<file path="src/rtl/mem_stage_pkg.sv">
// Shared encodings for the MEM pipeline stage: load kinds, access FSM states, HI/LO select bits.
package mem_stage_pkg;

    localparam int unsigned LD_W = 3;

    localparam logic [LD_W-1:0] LD_NONE = 3'd0;
    localparam logic [LD_W-1:0] LD_LB   = 3'd1;
    localparam logic [LD_W-1:0] LD_LBU  = 3'd2;
    localparam logic [LD_W-1:0] LD_LH   = 3'd3;
    localparam logic [LD_W-1:0] LD_LHU  = 3'd4;
    localparam logic [LD_W-1:0] LD_LW   = 3'd5;
    localparam logic [LD_W-1:0] LD_LWL  = 3'd6;
    localparam logic [LD_W-1:0] LD_LWR  = 3'd7;

    typedef enum logic [1:0] {
        IDLE      = 2'd0,
        WAIT_ADDR = 2'd1,
        WAIT_DATA = 2'd2
    } mem_state_e;

    // Bit positions inside the MFHL/MTHL select fields
    localparam int unsigned HL_HI = 1;
    localparam int unsigned HL_LO = 0;

endpackage

</file>
<file path="src/rtl/load_align.sv">
// Combinational load-data alignment: byte/half extension and the lwl/lwr register merge.
module load_align
    import mem_stage_pkg::*;
(
    input  logic [LD_W-1:0] ld_type,
    input  logic [1:0]      offset,
    input  logic [31:0]     rdata,
    input  logic [31:0]     rt,
    output logic [31:0]     result
);

    logic [7:0]  byte_sel;
    logic [15:0] half_sel;

    always_comb begin
        byte_sel = rdata[{offset, 3'b000} +: 8];
        half_sel = offset[1] ? rdata[31:16] : rdata[15:0];
        result   = rdata;
        case (ld_type)
            LD_LB:   result = {{24{byte_sel[7]}}, byte_sel};
            LD_LBU:  result = {24'd0, byte_sel};
            LD_LH:   result = {{16{half_sel[15]}}, half_sel};
            LD_LHU:  result = {16'd0, half_sel};
            LD_LWL: begin
                case (offset)
                    2'd0:    result = {rdata[7:0],  rt[23:0]};
                    2'd1:    result = {rdata[15:0], rt[15:0]};
                    2'd2:    result = {rdata[23:0], rt[7:0]};
                    default: result = rdata;
                endcase
            end
            LD_LWR: begin
                case (offset)
                    2'd0:    result = rdata;
                    2'd1:    result = {rt[31:24], rdata[31:8]};
                    2'd2:    result = {rt[31:16], rdata[31:16]};
                    default: result = {rt[31:8],  rdata[31:24]};
                endcase
            end
            default: result = rdata;
        endcase
    end

endmodule

</file>
<file path="src/rtl/memory_stage.sv">
// MIPS MEM stage: data-SRAM handshake FSM, load alignment, HI/LO registers and MEM->WB registers.
// Optional stall-cycle counter built when MEM_STALL_CNT_EN is defined.
module memory_stage
    import mem_stage_pkg::*;
#(
    parameter logic [31:0] HILO_RST_VAL = 32'd0,
    parameter int unsigned STALL_CNT_W  = 32
) (
    input  logic                   clk,
    input  logic                   rst,
    input  logic                   valid_EXE_MEM,
    input  logic                   flush,
    input  logic                   MemEn_EXE_MEM,
    input  logic [3:0]             MemWrite_EXE_MEM,
    input  logic [31:0]            ALUResult_EXE_MEM,
    input  logic [31:0]            MemWdata_EXE_MEM,
    input  logic [31:0]            RegRdata1_EXE_MEM,
    input  logic [31:0]            RegRdata2_EXE_MEM,
    input  logic [LD_W-1:0]        LdType_EXE_MEM,
    input  logic [1:0]             MFHL_EXE_MEM,
    input  logic [1:0]             MTHL_EXE_MEM,
    input  logic [3:0]             RegWrite_EXE_MEM,
    input  logic [4:0]             RegWaddr_EXE_MEM,
    output logic                   data_req,
    output logic [3:0]             data_wstrb,
    output logic [31:0]            data_addr,
    output logic [31:0]            data_wdata,
    input  logic                   data_addr_ok,
    input  logic                   data_data_ok,
    input  logic [31:0]            data_rdata,
    output logic                   stall_MEM,
    output logic [31:0]            Bypass_MEM,
    output logic                   valid_MEM_WB,
    output logic [3:0]             RegWrite_MEM_WB,
    output logic [4:0]             RegWaddr_MEM_WB,
    output logic [31:0]            RegWdata_MEM_WB,
    output logic [STALL_CNT_W-1:0] stall_cnt
);

    mem_state_e  state, state_nxt;
    logic        kill, kill_nxt;
    logic        mem_op, req_c, stall_c, commit;
    logic [31:0] req_addr, req_wdata;
    logic [3:0]  req_wstrb;
    logic [31:0] hi, lo, load_data, wb_data;

    assign mem_op = valid_EXE_MEM & MemEn_EXE_MEM & ~flush;

    always_ff @(posedge clk or posedge rst) begin
        if (rst) begin
            state <= IDLE;
            kill  <= 1'b0;
        end else begin
            state <= state_nxt;
            kill  <= kill_nxt;
        end
    end

    // Once issued, a request runs to its response; a flush only marks it for discard
    always_comb begin
        state_nxt = state;
        kill_nxt  = kill;
        req_c     = 1'b0;
        case (state)
            IDLE: begin
                req_c    = mem_op;
                kill_nxt = 1'b0;
                if (mem_op) begin
                    state_nxt = data_addr_ok ? WAIT_DATA : WAIT_ADDR;
                end
            end
            WAIT_ADDR: begin
                req_c    = 1'b1;
                kill_nxt = kill | flush;
                if (data_addr_ok) begin
                    state_nxt = WAIT_DATA;
                end
            end
            WAIT_DATA: begin
                kill_nxt = kill | flush;
                if (data_data_ok) begin
                    state_nxt = IDLE;
                    kill_nxt  = 1'b0;
                end
            end
            default: begin
                state_nxt = IDLE;
                kill_nxt  = 1'b0;
            end
        endcase
    end

    // Request payload captured at issue so it stays stable while waiting for addr_ok
    always_ff @(posedge clk or posedge rst) begin
        if (rst) begin
            req_addr  <= 32'd0;
            req_wstrb <= 4'd0;
            req_wdata <= 32'd0;
        end else if (state == IDLE && mem_op) begin
            req_addr  <= {ALUResult_EXE_MEM[31:2], 2'b00};
            req_wstrb <= MemWrite_EXE_MEM;
            req_wdata <= MemWdata_EXE_MEM;
        end
    end

    assign data_req   = req_c & ~rst;
    assign data_addr  = rst ? 32'd0 :
                        (state == IDLE) ? {ALUResult_EXE_MEM[31:2], 2'b00} : req_addr;
    assign data_wstrb = rst ? 4'd0 : (state == IDLE) ? MemWrite_EXE_MEM : req_wstrb;
    assign data_wdata = rst ? 32'd0 : (state == IDLE) ? MemWdata_EXE_MEM : req_wdata;

    // A discarded access still blocks the slot until its response drains
    assign stall_c   = (mem_op & ~(state == WAIT_DATA & data_data_ok & ~kill)) |
                       (state != IDLE & kill);
    assign stall_MEM = stall_c & ~rst;
    assign commit    = valid_EXE_MEM & ~flush & ~stall_c;

    load_align u_load_align (
        .ld_type (LdType_EXE_MEM),
        .offset  (ALUResult_EXE_MEM[1:0]),
        .rdata   (data_rdata),
        .rt      (RegRdata2_EXE_MEM),
        .result  (load_data)
    );

    always_comb begin
        wb_data = ALUResult_EXE_MEM;
        if (LdType_EXE_MEM != LD_NONE) begin
            wb_data = load_data;
        end else if (MFHL_EXE_MEM != 2'b00) begin
            wb_data = MFHL_EXE_MEM[HL_HI] ? hi : lo;
        end
    end

    assign Bypass_MEM = rst ? 32'd0 : wb_data;

    always_ff @(posedge clk or posedge rst) begin
        if (rst) begin
            hi <= HILO_RST_VAL;
            lo <= HILO_RST_VAL;
        end else if (commit) begin
            if (MTHL_EXE_MEM[HL_HI]) hi <= RegRdata1_EXE_MEM;
            if (MTHL_EXE_MEM[HL_LO]) lo <= RegRdata1_EXE_MEM;
        end
    end

    always_ff @(posedge clk or posedge rst) begin
        if (rst) begin
            valid_MEM_WB    <= 1'b0;
            RegWrite_MEM_WB <= 4'd0;
            RegWaddr_MEM_WB <= 5'd0;
            RegWdata_MEM_WB <= 32'd0;
        end else if (commit) begin
            valid_MEM_WB    <= 1'b1;
            RegWrite_MEM_WB <= RegWrite_EXE_MEM;
            RegWaddr_MEM_WB <= RegWaddr_EXE_MEM;
            RegWdata_MEM_WB <= wb_data;
        end else begin
            valid_MEM_WB    <= 1'b0;
            RegWrite_MEM_WB <= 4'd0;
        end
    end

`ifdef MEM_STALL_CNT_EN
    logic [STALL_CNT_W-1:0] stall_cnt_q;

    always_ff @(posedge clk or posedge rst) begin
        if (rst) begin
            stall_cnt_q <= '0;
        end else if (stall_MEM) begin
            stall_cnt_q <= stall_cnt_q + STALL_CNT_W'(1);
        end
    end

    assign stall_cnt = stall_cnt_q;
`else
    assign stall_cnt = '0;
`endif

endmodule

</file>
<file path="config.mk">
export PLATFORM = sky130hd
export DESIGN_NAME = memory_stage
export DESIGN_NICKNAME = d
export VERILOG_FILES = /design/src/rtl/mem_stage_pkg.sv /design/src/rtl/load_align.sv /design/src/rtl/memory_stage.sv
export SDC_FILE = /design/constraint.sdc
export NUM_CORES = 1
export LEC_CHECK = 0
export CORE_ASPECT_RATIO = 1.2
export CORE_MARGIN = 2
export CORE_UTILIZATION = 55
export CTS_CLUSTER_SIZE = 40
export DETAILED_ROUTE_END_ITERATION = 16
export DONT_BUFFER_PORTS = 1
export PLACE_DENSITY_LB_ADDON = 0.1
export SYNTH_ARGS = -nofsm -noshare
export SYNTH_HDL_FRONTEND = slang
export SYNTH_SLANG_ARGS = --single-unit
</file>
<file path="constraint.sdc">
create_clock -name clk -period 9.4 [get_ports clk]
set_input_delay 0 -clock clk [delete_from_list [all_inputs] [get_ports clk]]
set_output_delay 0 -clock clk [all_outputs]
set_load 0.005 [all_outputs]
</file>
# Word level (Yosys, flattened, before mapping)
# Cells that the tools add are included.
[op_classes]
n_eq_ne = 13
shift = 1
mux = 24
bitwise_logic = 17
reduce_logical = 9
[op_table]
columns = ["cell", "n"]
rows = [
  ["$mux 32", 8],
  ["$pmux 32 s3", 2],
  ["$pmux 32 s6", 1],
  ["$shiftx 32x6->8", 1],
  ["$mux 16", 1],
  ["$mux 4", 3],
  ["$and 1x1->1", 10],
  ["$eq 3x3->1 const B", 3],
  ["$mux 2", 4],
  ["$eq 3x2->1 const B", 2],
  ["$ne 2x2->1 const B", 3],
  ["$pmux 2 s3", 1],
  ["$not 1->1", 5],
  ["$eq 2x1->1 const B", 2],
  ["$eq 2x2->1 const B", 2],
  ["$logic_not 2->1", 2],
  ["$pmux 1 s2", 2],
  ["$reduce_and 2->1", 2],
  ["$reduce_bool 2->1", 2],
  ["$eq 3x1->1 const B", 1],
  ["$reduce_and 3->1", 1],
  ["$reduce_bool 3->1", 1],
  ["$mux 1", 2],
  ["$or 1x1->1", 2],
  ["$logic_and 1x1->1", 1],
]
[word_totals]
ff_bits = 175
inputBits = 187
output_inout_bits = 176
wordCells = 75

# Depth between registers and ports, before layout
# Gate-level depths: netlist (run 1).
[logic_depth]
word_depth = 9
depth_mapped = 13
depth_no_buf = 8

# Hierarchy
# Synthesis (run 1) repeated with hierarchy kept, for this count alone.
[hier_totals]
cells_unflattened = 1127
area_unflattened_um2 = 11070.6
[modules_own_cells]
columns = ["module", "instances", "cells_each", "area_each_um2", "seq_area_each_um2"]
rows = [
  ["memory_stage", 1, 834, 9027.4, 4379.2],
  ["load_align", 1, 293, 2043.2, 0.0],
]

# Least setup slack after synthesis (run 1)
# No wires, ideal clock.
[synth_path]
path_type = "input to output"
from = "in rst"
to = "out Bypass_MEM[20]"
t_arrival_ns = 4.966
required_ns = 9.400
slack_ns = 4.434
stages = 5
path_buffers = 2
path_cell_list = "clkbuf_1 -> inv_1 -> nand2_1 -> clkbuf_1 -> o32ai_1"
[synth_via]
elab_chain_len = 1
[synth_lines]
columns = ["item", "line", "text"]
rows = [
  ["from (decl)", "memory_stage.sv:10", "input logic rst,"],
  ["$mux 32", "memory_stage.sv:135", "assign Bypass_MEM = rst ? 32'd0 : wb_data;"],
  ["to (decl)", "memory_stage.sv:32", "output logic [31:0] Bypass_MEM,"],
]
# No other way between the ends.

# Worst setup path after layout (run 1)
[layout_path]
from = "reg state[0]"
to = "reg RegWdata_MEM_WB[28]"
[layout_via]
elab_chain_len = 8
elab_cells_between_ends = 10
classes_between = "1 x eq/ne; 8 x bitwise; 1 x reduce/logical"
[layout_lines]
columns = ["item", "line", "text"]
rows = [
  ["from (decl)", "memory_stage.sv:40", "mem_state_e state, state_nxt;"],
  ["from (signal assigned)", "memory_stage.sv:54", "state <= state_nxt;"],
  ["$eq 2x2->1", "memory_stage.sv:113", "assign stall_c = (mem_op & ~(state == WAIT_DATA & data_data_ok & ~kill)) |"],
  ["$and 1x1->1 (2 in a row)", "memory_stage.sv:113", ""],
  ["$not 1->1", "memory_stage.sv:113", ""],
  ["$and 1x1->1", "memory_stage.sv:113", ""],
  ["$or 1x1->1 (*)", "memory_stage.sv:113", ""],
  ["$not 1->1 (*)", "memory_stage.sv:116", "assign commit = valid_EXE_MEM & ~flush & ~stall_c;"],
  ["$and 1x1->1 (*)", "memory_stage.sv:116", ""],
  ["to (signal assigned)", "memory_stage.sv:157", "RegWdata_MEM_WB <= wb_data;"],
  ["to (decl)", "memory_stage.sv:36", "output logic [31:0] RegWdata_MEM_WB,"],
]
# Every way passes the cells marked *; elsewhere a longest branch is shown, timed or not.
# A chain may end at the register's enable or synchronous reset.

==> results of run 1 <==
flip-flops by register name (all words and copies together) (netlist names):
name / flops
valid_MEM_WB: 1
req_wstrb: 4
RegWaddr_MEM_WB: 5
state: 2
RegWdata_MEM_WB: 32
kill: 1
RegWrite_MEM_WB: 4
hi: 32
lo: 32
req_addr: 30
req_wdata: 32
layer usage:
| metal | up-vias | GRT usage | wire length (um) |
|---|---|---|---|
| li1 | 4108 | - | - |
| met1 | 4447 | 0.4036 | 13810 |
| met2 | 468 | 0.5124 | 16490 |
| met3 | 77 | 0.08889 | 2961 |
| met4 | 4 | 0.1431 | 1405 |
| met5 | - | 0 | 27 |
metrics by stage:
step                instance area, um^2  total power (uW)  hold slack [ns]
global placement                  10950              2143          0.03558
detailed placement                10950              2174          0.03014
floorplan                         11260              2004           0.1054
finish                            13110              2986          0.01380
CTS                               13100              2978         0.001659
global route                      13110              3151          0.02992
placed cells by master, fill, tap and decap left out, types with 3 or more instances in the layout:
cell	Yosys	layout
o21a_1	3	3
inv_6	0	3
nand2b_1	21	21
buf_4	41	6
dfrtp_1	175	175
a22oi_1	4	4
nand3b_1	3	3
clkinv_8	0	3
and2_1	9	8
o22ai_1	15	15
a211oi_2	3	3
nor3_1	11	11
mux2i_1	124	124
inv_8	0	4
mux2_2	139	139
nand2_1	72	72
a211oi_1	21	21
clkbuf_16	0	17
a22o_1	8	8
clkinv_4	0	4
a21oi_1	33	33
dlygate4sd3_1	0	155
o32ai_1	15	15
inv_1	11	10
nor2_1	121	121
conb_1	1	34
a32oi_1	5	5
a2111oi_2	6	6
o31ai_1	23	23
and3_1	3	3
o21ai_0	50	50
o211ai_1	26	26
mux2_1	23	23
nor2b_1	8	8
kinds of logic after synthesis:
family / after synthesis / share of synthesized area
xor+xnor: 1 / 0.0007869
simple gates: 265 / 0.1073
buf+inv: 135 / 0.06811
fa+ha+maj: 3 / 0.003372
mux: 288 / 0.2794
flops: 175 / 0.3934
other cells: 1 / 0.0003369
compound gates: 230 / 0.1472
worst reg2reg max path: stages, from the launching register on:
cell and delay [ns]:
dfrtp_1 0.42, inv_1 0.14, ha_1 0.20, nand3b_1 0.08
a221o_1 0.30, buf_4 0.25, inv_2 0.63, nand2_1 0.61
o31ai_1 0.39, dlygate4sd3_1 0.59
power breakdown:
| group | total [uW] | switching [uW] | internal, uW |
|---|---|---|---|
| registers | 1230 | 173 | 1050 |
| clock network | 716 | 347 | 369 |
| logic | 1040 | 495 | 547 |
| total | 2990 | 1020 | 1970 |
worst max-delay path by stage:
| stage | startpoint | end | slack, ns | cells past startpoint |
|---|---|---|---|---|
| floorplan | rst | Bypass_MEM[20] | 4.43 | 5 |
| global placement | state[0] | hi[31] | 6.06 | 8 |
| detailed placement | state[0] | hi[31] | 6.00 | 8 |
| CTS | state[0] | RegWdata_MEM_WB[28] | 5.80 | 9 |
| global route | state[0] | RegWdata_MEM_WB[30] | 5.50 | 9 |
| finish | state[0] | RegWdata_MEM_WB[28] | 5.74 | 9 |
repair_timing:
action,4_1_cts,5_1_grt
endpoints found under the hold margin,265,0
endpoints found under the setup margin,0,0
hold buffers,155,0
layout make-up:
type / instances / area (um^2) / area share
antenna: 2 / 5.005 / 0.0003818
clock buffer: 19 / 452.9 / 0.03456
clock inverter: 13 / 143.9 / 0.01098
inverter: 14 / 60.06 / 0.004582
multi-input combinational: 821 / 6138 / 0.4683
sequential: 175 / 4379 / 0.3341
tap: 265 / 331.6 / 0.02530
timing repair buffer: 161 / 1597 / 0.1218
==> metrics.md, run 1 <==
| Metric | Value |
|---|---|
| DR iter-0 viols | 692 |
| CTS tree | done |
| CTS root buf | clkbuf_16 |
| Count leader, synth | dfrtp_1 |
| Crit path DAT | 4.04 ns |
| Clk sinks | 175 |
| Setup crit start kind | register |
| Drt first pass iters | 6 |
| Worst hold path type | primary input to register |
| Ports | 363 |
| Pleak | 0.005686 uW |
| Final WL | 34.69 mm |
| Worst Reg2Reg Path Length in Cells | 9 |
| Setup ws final | 5.739 ns |
| Sequential area share after synthesis | 0.3934 |
| Dominant cells by area after synthesis | dfrtp_1 39%, mux2_2 14%, mux2i_1 11% |
| RSZ-0062 raised after global routing | no |
| Crit path cell chain | inv_1 -> ha_1 -> nand3b_1 -> a221o_1 -> buf_4 -> inv_2 -> nand2_1 -> o31ai_1 -> dlygate4sd3_1 |
| Mapped Avg Cell Area | 10.14 um^2 |
| Layout cell share with drive strength beyond 1 | 0.1679 |
| IO buf count | 0 |
| Post-layout utilization of the core | 0.6541 |
| Row cnt | 57 |
| Total of max-cap violations | 0 |
| Asr flop ratio synth | 1.000 |
| Hold Path Stages | 4 |
| Initial Utilization | 0.5555 |
| Die Wd | 133.9 um |
| Via/cell ratio | 6.193 |
| Die H | 159.8 um |
| Die footprint | 21,400 um^2 |
| Post-synth EDFFs | 0 |
| Vias in the first global route | 9,063 |
| Final std cells w/o fill | 1,470 |
| # H-tree levels | 4 |
| Share of the synthesized area in the top cell type | 0.3934 |
| Fill cells | 1,629 |
| Crit path required time | 9.78 ns |
| Via count | 9,104 |
| Slowest-stage cell, CP | inv_2 |
| First-pass GRT wire length | 53.19 mm |
| Crit-path leading delay family | buffers and inverters |
| Setup TNS | 0 ns |
| Area grow syn2layout | 17.75% |
| DR WL/cell | 23.60 um |
| GRT Residual Overflow | 0 |
| Worst-path clk slew | 0.08 ns |
| Initial antenna violation count | 4 |
| Max Clk Rate | 0.2732 GHz |
| Placed cell count | 1,281 |
| Yosys Warn Count | 0 |
| WS Path Type | register to register |
| Final Net Count | 1,380 |
| R2r setup slk | 5.74 ns |
| Worst Clk Skew | 0.02339 ns |
| GRT Total Usage | 0.3198 |
| Leading area contributor after synthesis | dfrtp_1 |
| Reg-to-Reg End | RegWdata_MEM_WB[28] |
| Worst r2r src | state[0] |
| Outcome | finished clean |
| Final Max Tran Viols | 0 |
| Area of the core | 20,040 um^2 |
| CTS max path bufs | 2 |
| Least-Margin Pin Slew | 1.152 ns |
| Post-Place Worst Slack | 5.998 ns |
| Slew HR | 0.2321 |
| Power per cell area | 227.8 nW/um^2 |
| Crit path buffers/inverters | 4 |
| Yosys reg bits | 175 |
| Mapped Area | 11,130 um^2 |
| Count of cell types in the netlist | 65 |
| Post-DP HPWL | 22.76 mm |
| Final Hold Viols | 0 |
| # Post-CTS Setup Buffers | 0 |
| Tmin final | 3.661 ns |
| Worst Setup End Kind | register |
| CTS buffer count | 17 |
| Mapped Cells | 1,098 |
| Largest net degree at the start of global routing | 101 |
| DR DRC count | 0 |
| Worst-path maximum fanout | 47 |
| Post-CTS sizing | 0 |
| HP Start | RegRdata2_EXE_MEM[16] |
| Clock Latency Late Sink | 0.45 ns |
| Peak supply drop | 202.6 uV |
| Setup violations, final | 0 |
| Final ANT Viol Nets | 0 |
| Synth Flop Type | dfrtp_1 |
| Final GP Congestion | 0.9281 |
| Worst Hold Path EP | RegWdata_MEM_WB[16] |
| Final Cycle Share | 0.3894 |
| Most instantiated cells after synthesis | 175 x dfrtp_1, 139 x mux2_2, 124 x mux2i_1, 121 x nor2_1, 72 x nand2_1 |
| CP peak stage delay | 0.62 ns |
(Power assumes the default switching activity.)
==> inputs of run 2 (changes only) <==
- ABC_AREA: unset -> 1
- clock period: 9.4 -> 3.25 ns (I/O delays scaled with it)
==> run 2 against run 1 <==
Total power grew to 2.6 times the previous value. Die area shrank 1.7%. Routed wire length grew 6.0%. Largest power group unchanged. Highest routed layer is now met4.
==> metrics.md, run 2 <==
| Metric | Value |
|---|---|
| # H-tree levels | 4 (unchanged) |
| Via/cell ratio | 5.763 (-6.9%) |
| GRT Total Usage | 0.3431 (+0.02338) |
| Sequential power share | 0.430 (+0.019) |
| GRT Residual Overflow | 0 (unchanged) |
| RSZ-0062 raised after global routing | no |
| Layout cell share with drive strength beyond 1 | 0.06454 (-0.1034) |
| Clk sinks | 175 (unchanged) |
| WS Path Type | register to register |
| Worst-path maximum fanout | 46 (-2.1%) |
| CTS tree | done |
| Crit path DAT | 3.39 ns (-0.65 ns) |
| Synth Flop Type | dfrtp_1 |
| Hold_ws | 0.01749 ns (+0.003694 ns) |
| DR DRC count | 0 (unchanged) |
| Clock power frac | 0.275 (+0.035) |
| Met2 usage | 0.5611 (+0.04871) |
| Final Net Count | 1,836 (+33%) |
| Area of the core | 19,550 um^2 (-2.5%) |
| Die H | 158.5 um (-0.87%) |
| Initial antenna violation count | 0 (-4) |
| M3 GR Usage | 0.07991 (-0.008978) |
| Drt first pass iters | 7 (+1) |
| Die footprint | 21,030 um^2 (-1.7%) |
| IO buf count | 0 (unchanged) |
| Post-Synth Simple-Gate Area | 0.2413 (+0.1340) |
| Synth Area in Adders | 0.003433 (+0.00006096) |
| Worst-path clk slew | 0.07 ns (about the same) |
| CTS max path bufs | 2 (unchanged) |
| Fill cells | 1,693 (+3.9%) |
| First-pass GRT wire length | 56.50 mm (+6.2%) |
| Post-layout utilization of the core | 0.6661 (+0.01204) |
| Sequential area share after synthesis | 0.4005 (+0.007112) |
| Tmin final | 3.020 ns (-0.6407 ns) |
| Peak supply drop | 479.3 uV (+140%) |
| Slew HR | 0.2347 (+0.002579) |
| Crit path buffers/inverters | 4 (unchanged) |
| Final Hold Viols | 0 (unchanged) |
| Power per cell area | 599.6 nW/um^2 (+160%) |
| Row cnt | 56 (-1.8%) |
| Mapped Cells | 1,557 (+42%) |
| Post-DP HPWL | 24.53 mm (+7.8%) |
| Post-synth EDFFs | 0 (unchanged) |
| Comb pwr share | 0.295 (-0.054) |
| DR iter-0 viols | 983 (+42%) |
| CTS root buf | clkbuf_16 |
| Yosys reg bits | 175 (unchanged) |
| Die Wd | 132.7 um (-0.87%) |
| Worst Clk Skew | 0.01143 ns (-0.01196 ns) |
| Final Max Tran Viols | 0 (unchanged) |
| Outcome | finished clean |
| Setup violations, final | 0 (unchanged) |
| Largest net degree at the start of global routing | 176 (+74%) |
| Final GP Congestion | 0.9507 (+2.4%) |
| DR WL/cell | 19.17 um (-19%) |
| Setup crit start kind | register |
| Compound-gate portion of the synthesized area | 0.1938 (+0.04660) |
| # Post-CTS Setup Buffers | 0 (unchanged) |
| CTS buffer count | 17 (unchanged) |
| Final Cycle Share | 0.9292 (+0.5398) |
| Largest family of logic cells by synthesized area | simple AND/OR/NAND/NOR gates |
| Total of max-cap violations | 0 (unchanged) |
| Switching fraction of total power | 0.3546 (+0.01449) |
| Via count | 11,060 (+21%) |
| Post-CTS sizing | 0 (unchanged) |
| Crit-path most repeated cell | nand2_1 |
| Mapped Avg Cell Area | 7.023 um^2 (-31%) |
| Initial Utilization | 0.5593 (+0.003859) |
| Crit path required time | 3.62 ns (-6.16 ns) |
| Most instantiated cells after synthesis | 466 x nand2_1, 207 x o21ai_0, 175 x dfrtp_1, 152 x inv_1, 129 x a21oi_1 |
| Asr flop ratio synth | 1.000 (unchanged) |
| Crit-path leading delay family | buffers and inverters |
| Setup TNS | 0 ns (unchanged) |
| Most frequent cells in the layout | 465 x nand2_1, 207 x o21ai_0, 175 x dfrtp_1, 156 x dlygate4sd3_1, 151 x inv_1 |
| Worst hold path type | primary input to register |
| Worst Setup End Kind | register |
| Clock Latency Late Sink | 0.43 ns (-0.02 ns) |
| Most common cell after layout, fill and taps aside | nand2_1 |
| Internal power | 5039 uW (+160%) |
| Yosys Warn Count | 0 (unchanged) |
| Pleak | 0.006366 uW (+12%) |
| Ports | 363 (unchanged) |
| GR Layer Usage met1 | 0.4342 (+0.03067) |
| Dominant cells by area after synthesis | dfrtp_1 40%, nand2_1 16%, o21ai_0 9.5% |
| Mapped Area | 10,930 um^2 (-1.8%) |
| Leading area contributor after synthesis | dfrtp_1 |
| Final WL | 36.78 mm (+6.0%) |
| Final ANT Viol Nets | 0 (unchanged) |
| Slowest-stage cell, CP | dlygate4sd3_1 |
| Mux share of post-synthesis cell area | 0.04016 (-0.2393) |
| Switching power | 2768 uW (+170%) |
| XOR/XNOR Fraction of Synth Area | 0 (-0.0007868) |
| Crit path cell chain | inv_1 -> ha_1 -> nand2_1 -> o21ai_1 -> nand3_2 -> buf_4 -> inv_2 -> nand3_1 -> dlygate4sd3_1 -> nand2_1 |
| Count leader, synth | nand2_1 |
| Post-route cell area | 13,020 um^2 (-0.66%) |
| CP peak stage delay | 0.60 ns (-0.02 ns) |
| Least-Margin Pin Slew | 1.147 ns (-0.005130 ns) |
| Cell Area, Placed | 10,850 um^2 (-0.97%) |
| Inserted Diodes | 0 (-2) |
| Busiest grt layer | met2 |
| Count of cell types in the netlist | 29 (-55%) |
| Share of the synthesized area in the top cell type | 0.4005 (+0.007112) |
| Max Clk Rate | 0.3311 GHz (+21%) |
| Vias in the first global route | 10,400 (+15%) |
| Area grow syn2layout | 19.09% |
-- run 2: cell count changes after synthesis, sizes merged, moves of 47 or more --
cell	previous run	this run
mux2	162	39
mux2i	124	0
nand3	2	95
o21ai	51	214
nand2	72	469
nor2	122	75
inv	13	159
a21oi	33	129
-- run 2: repair_timing --
action | in CTS | in global routing
endpoints found under the setup margin | 0 | 7
hold buffers | 156 | 0
hold endpoints to repair | 274 | 0
-- run 2: logic make-up after synthesis --
group,after synthesis
AND/OR/NAND/NOR,652
AO/OA/AOI/OAI,392
buffers and inverters,295
flip-flops,175
multiplexers,39
adder cells (fa/ha/maj),3
other,1
-- run 2: path summary, 6_finish.rpt --
path	from	to	slack, ns	cells after the start
setup reg to reg	state[0]	RegWdata_MEM_WB[12]	0.23	10
setup / recovery	state[0]	RegWdata_MEM_WB[12]	0.23	10
max in group asynchronous	rst	RegWdata_MEM_WB[24]	1.89	3
hold / removal	MFHL_EXE_MEM[0]	RegWdata_MEM_WB[1]	0.02	5
hold reg to reg	req_addr[17]	req_addr[17]	0.48	2
min in group asynchronous	rst	req_wdata[4]	0.32	2
-- run 2: cell type report --
class / count / area, um^2 / area share
flip-flops and latches: 175 / 4379 / 0.3363
well taps: 261 / 326.6 / 0.02508
repair buffers: 172 / 1707 / 0.1311
inverters: 159 / 604.3 / 0.04641
multi-input cells: 1121 / 5399 / 0.4146
clock inverters: 13 / 176.4 / 0.01355
clock buffers: 18 / 429.2 / 0.03296
-- run 2: routing by layer --
layer | part of all wire | wire length [um]
met5 | 0 | 0
met4 | 0.045 | 1661
met3 | 0.085 | 3140
met2 | 0.47 | 17380
met1 | 0.40 | 14600
-- run 2: tightest hold or removal path, stage by stage --
cell and delay [ns]:
nand3_1 0.06, o2111ai_1 0.16, nand2_1 0.09, nand2_1 0.05, nand2_1 0.04
-- run 2: power by group through the flow --
| stage | Combinational [uW] | Sequential [uW] | Clock, uW |
|---|---|---|---|
| 3_3_place_gp | 2000 | 3350 | 0 |
| 6_report | 2310 | 3360 | 2150 |
| 4_1_cts | 2270 | 3340 | 2180 |
| 2_1_floorplan | 1730 | 3240 | 0 |
| 3_5_place_dp | 2060 | 3360 | 0 |
| 5_1_grt | 2620 | 3440 | 2260 |
-- run 2: per-stage QoR --
| step | total power (uW) | setup slack, ns | instances |
|---|---|---|---|
| after floorplan | 4971 | 0.8426 | 1590 |
| after global placement | 5344 | 1.000 | 1731 |
| after detailed placement | 5428 | 0.9443 | 1731 |
| after CTS | 7788 | 0.1922 | 1918 |
| after global routing | 8327 | 0.04739 | 1919 |
| final | 7807 | 0.2301 | 1919 |
==> inputs of run 3 (changes only) <==
- CTS_BUF_LIST: unset -> sky130_fd_sc_hd__clkbuf_4 sky130_fd_sc_hd__clkbuf_8 sky130_fd_sc_hd__clkbuf_16
- SKIP_LAST_GASP: unset -> 1
- clock period: 3.25 -> 2.85 ns (I/O delays scaled with it)
==> run 3 against run 2 <==
Flip-flop and latch count unchanged. Maximum frequency grew 11%. Routed wire length shrank 0.91%. Worst hold slack worse by 0.0068 ns. Largest power group unchanged. Highest routed layer unchanged.
==> metrics.md, run 3 (synthesis gave the netlist of run 2 again) <==
| Metric | Value |
|---|---|
| Outcome | finished clean |
| Die Wd | 132.7 um (unchanged) |
| Ports | 363 (unchanged) |
| Slew HR | 0.4515 (+0.2168) |
| Cell Area, Placed | 10,910 um^2 (+0.60%) |
| Final Cycle Share | 0.9533 (+0.02408) |
| Final GP Congestion | 0.9627 (+1.3%) |
| CTS buffer count | 17 (unchanged) |
| Initial antenna violation count | 0 (unchanged) |
| CP peak stage delay | 0.59 ns (about the same) |
| Setup TNS | 0 ns (unchanged) |
| Crit path required time | 3.23 ns (-0.39 ns) |
| Total of max-cap violations | 0 (unchanged) |
| IO buf count | 0 (unchanged) |
| Sequential power share | 0.435 (+0.005) |
| Layout cell share with drive strength beyond 1 | 0.06936 (+0.004825) |
| Via count | 11,070 (+0.072%) |
| Power per cell area | 675.7 nW/um^2 (+13%) |
| GRT Total Usage | 0.3396 (-0.003506) |
| Max Clk Rate | 0.3681 GHz (+11%) |
| Worst-path maximum fanout | 46 (unchanged) |
| GRT Residual Overflow | 0 (unchanged) |
| Internal power | 5589 uW (+11%) |
| CTS tree | done |
| Post-DP HPWL | 24.48 mm (-0.20%) |
| Final ANT Viol Nets | 0 (unchanged) |
| Final Net Count | 1,835 (-0.054%) |
| Initial Utilization | 0.5593 (unchanged) |
| Post-route cell area | 13,000 um^2 (-0.20%) |
| Worst-path clk slew | 0.08 ns (about the same) |
| Row cnt | 56 (unchanged) |
| Setup violations, final | 0 (unchanged) |
| Inserted Diodes | 0 (unchanged) |
| Crit path buffers/inverters | 5 (+1) |
| Clock Latency Late Sink | 0.43 ns (about the same) |
| Vias in the first global route | 10,200 (-1.9%) |
| Fill cells | 1,671 (-1.3%) |
| First-pass GRT wire length | 55.96 mm (-0.96%) |
| Largest net degree at the start of global routing | 152 (-14%) |
| Post-layout utilization of the core | 0.6647 (-0.001344) |
| DR DRC count | 0 (unchanged) |
| Die footprint | 21,030 um^2 (unchanged) |
| Crit path DAT | 3.09 ns (-0.30 ns) |
| Most common cell after layout, fill and taps aside | nand2_1 |
| Slowest-stage cell, CP | dlygate4sd3_1 |
| Switching fraction of total power | 0.3635 (+0.008965) |
| CTS root buf | clkbuf_16 |
| Comb pwr share | 0.298 (+0.003) |
| Via/cell ratio | 5.768 (about the same) |
| Final Max Tran Viols | 0 (unchanged) |
| Pleak | 0.006368 uW (about the same) |
| WS Path Type | register to register |
| Worst hold path type | primary input to register |
| Tot Pwr | 8781 uW (+12%) |
| Final Hold Viols | 0 (unchanged) |
| Drt first pass iters | 7 (unchanged) |
| DR iter-0 viols | 950 (-3.4%) |
| Peak supply drop | 534.3 uV (+11%) |
| Clk sinks | 175 (unchanged) |
| Crit path cell chain | inv_1 -> ha_1 -> nand2_1 -> o21ai_1 -> nand3_2 -> buf_4 -> inv_4 -> buf_4 -> nand3_1 -> dlygate4sd3_1 -> nand2_1 |
| Most frequent cells in the layout | 465 x nand2_1, 207 x o21ai_0, 175 x dfrtp_1, 151 x inv_1, 149 x dlygate4sd3_1 |
| # Post-CTS Setup Buffers | 0 (unchanged) |
| CTS max path bufs | 2 (unchanged) |
| Least-Margin Pin Slew | 0.8228 ns (-0.3240 ns) |
| Area grow syn2layout | 18.85% |
| Die H | 158.5 um (unchanged) |
| # H-tree levels | 4 (unchanged) |
| Worst Clk Skew | 0.01579 ns (+0.004357 ns) |
| RSZ-0062 raised after global routing | no |
| Worst Setup End Kind | register |
| Setup crit start kind | register |
| Final WL | 36.45 mm (-0.91%) |
| Crit-path leading delay family | buffers and inverters |
| Switching power | 3192 uW (+15%) |
| Area of the core | 19,550 um^2 (unchanged) |
| DR WL/cell | 18.99 um (-0.91%) |
| Tmin final | 2.717 ns (-0.3031 ns) |
| Clock power frac | 0.267 (-0.008) |
## run 3: cell type report
class,count,area (um^2),area share
multi-input combinational,1120,5393,0.4150
sequential,175,4379,0.3370
timing repair buffer,172,1705,0.1312
inverter,159,606.8,0.04670
clock buffer,18,432.9,0.03331
tap,261,326.6,0.02513
clock inverter,14,151.4,0.01165
## run 3: layer usage
layer	global-route usage	wire, um	vias up
met4	0.1587	1598	0
met3	0.07195	3103	110
met1	0.4253	14100	5191
met2	0.5662	17640	588
met5	0	0	-
li1	-	-	5179
## run 3: power groups by stage
stage | clock (uW) | sequential (uW) | combinational [uW]
final | 2350 | 3820 | 2610
after global routing | 2460 | 3920 | 2980
after CTS | 2380 | 3810 | 2570
after detailed placement | 0 | 3840 | 2360
after global placement | 0 | 3830 | 2280
after floorplan | 0 | 3700 | 1970
## run 3: timing repair
action / in CTS / in global routing
hold buffers: 149 / 0
endpoints found under the hold margin: 251 / 0
gates resized for setup: 0 / 2
endpoints found under the setup margin: 0 / 9
## run 3: worst min-delay path: stages
cell and delay, ns:
inv_1 0.08, nor2_4 0.10, mux2_2 0.23
## run 3: path summary, 6_finish.rpt
path / startpoint / end / slack, ns / cells past startpoint
min in group asynchronous: rst / req_addr[9] / 0.31 / 2
max: state[0] / RegWdata_MEM_WB[8] / 0.13 / 11
min: MTHL_EXE_MEM[1] / hi[25] / 0.01 / 3
max in group asynchronous: rst / hi[0] / 1.65 / 3
max reg2reg: state[0] / RegWdata_MEM_WB[8] / 0.13 / 11
min reg2reg: req_wdata[11] / req_wdata[11] / 0.49 / 2
## run 3: metrics by stage
stage               hold WS, ns  setup slack [ns]  instances
finish                  0.01073            0.1332       1919
global route           0.002992          0.001865       1919
CTS                    0.003910            0.1230       1919
detailed placement      0.04162            0.6890       1738
global placement        0.03741            0.7383       1738
floorplan                0.1062            0.4426       1590
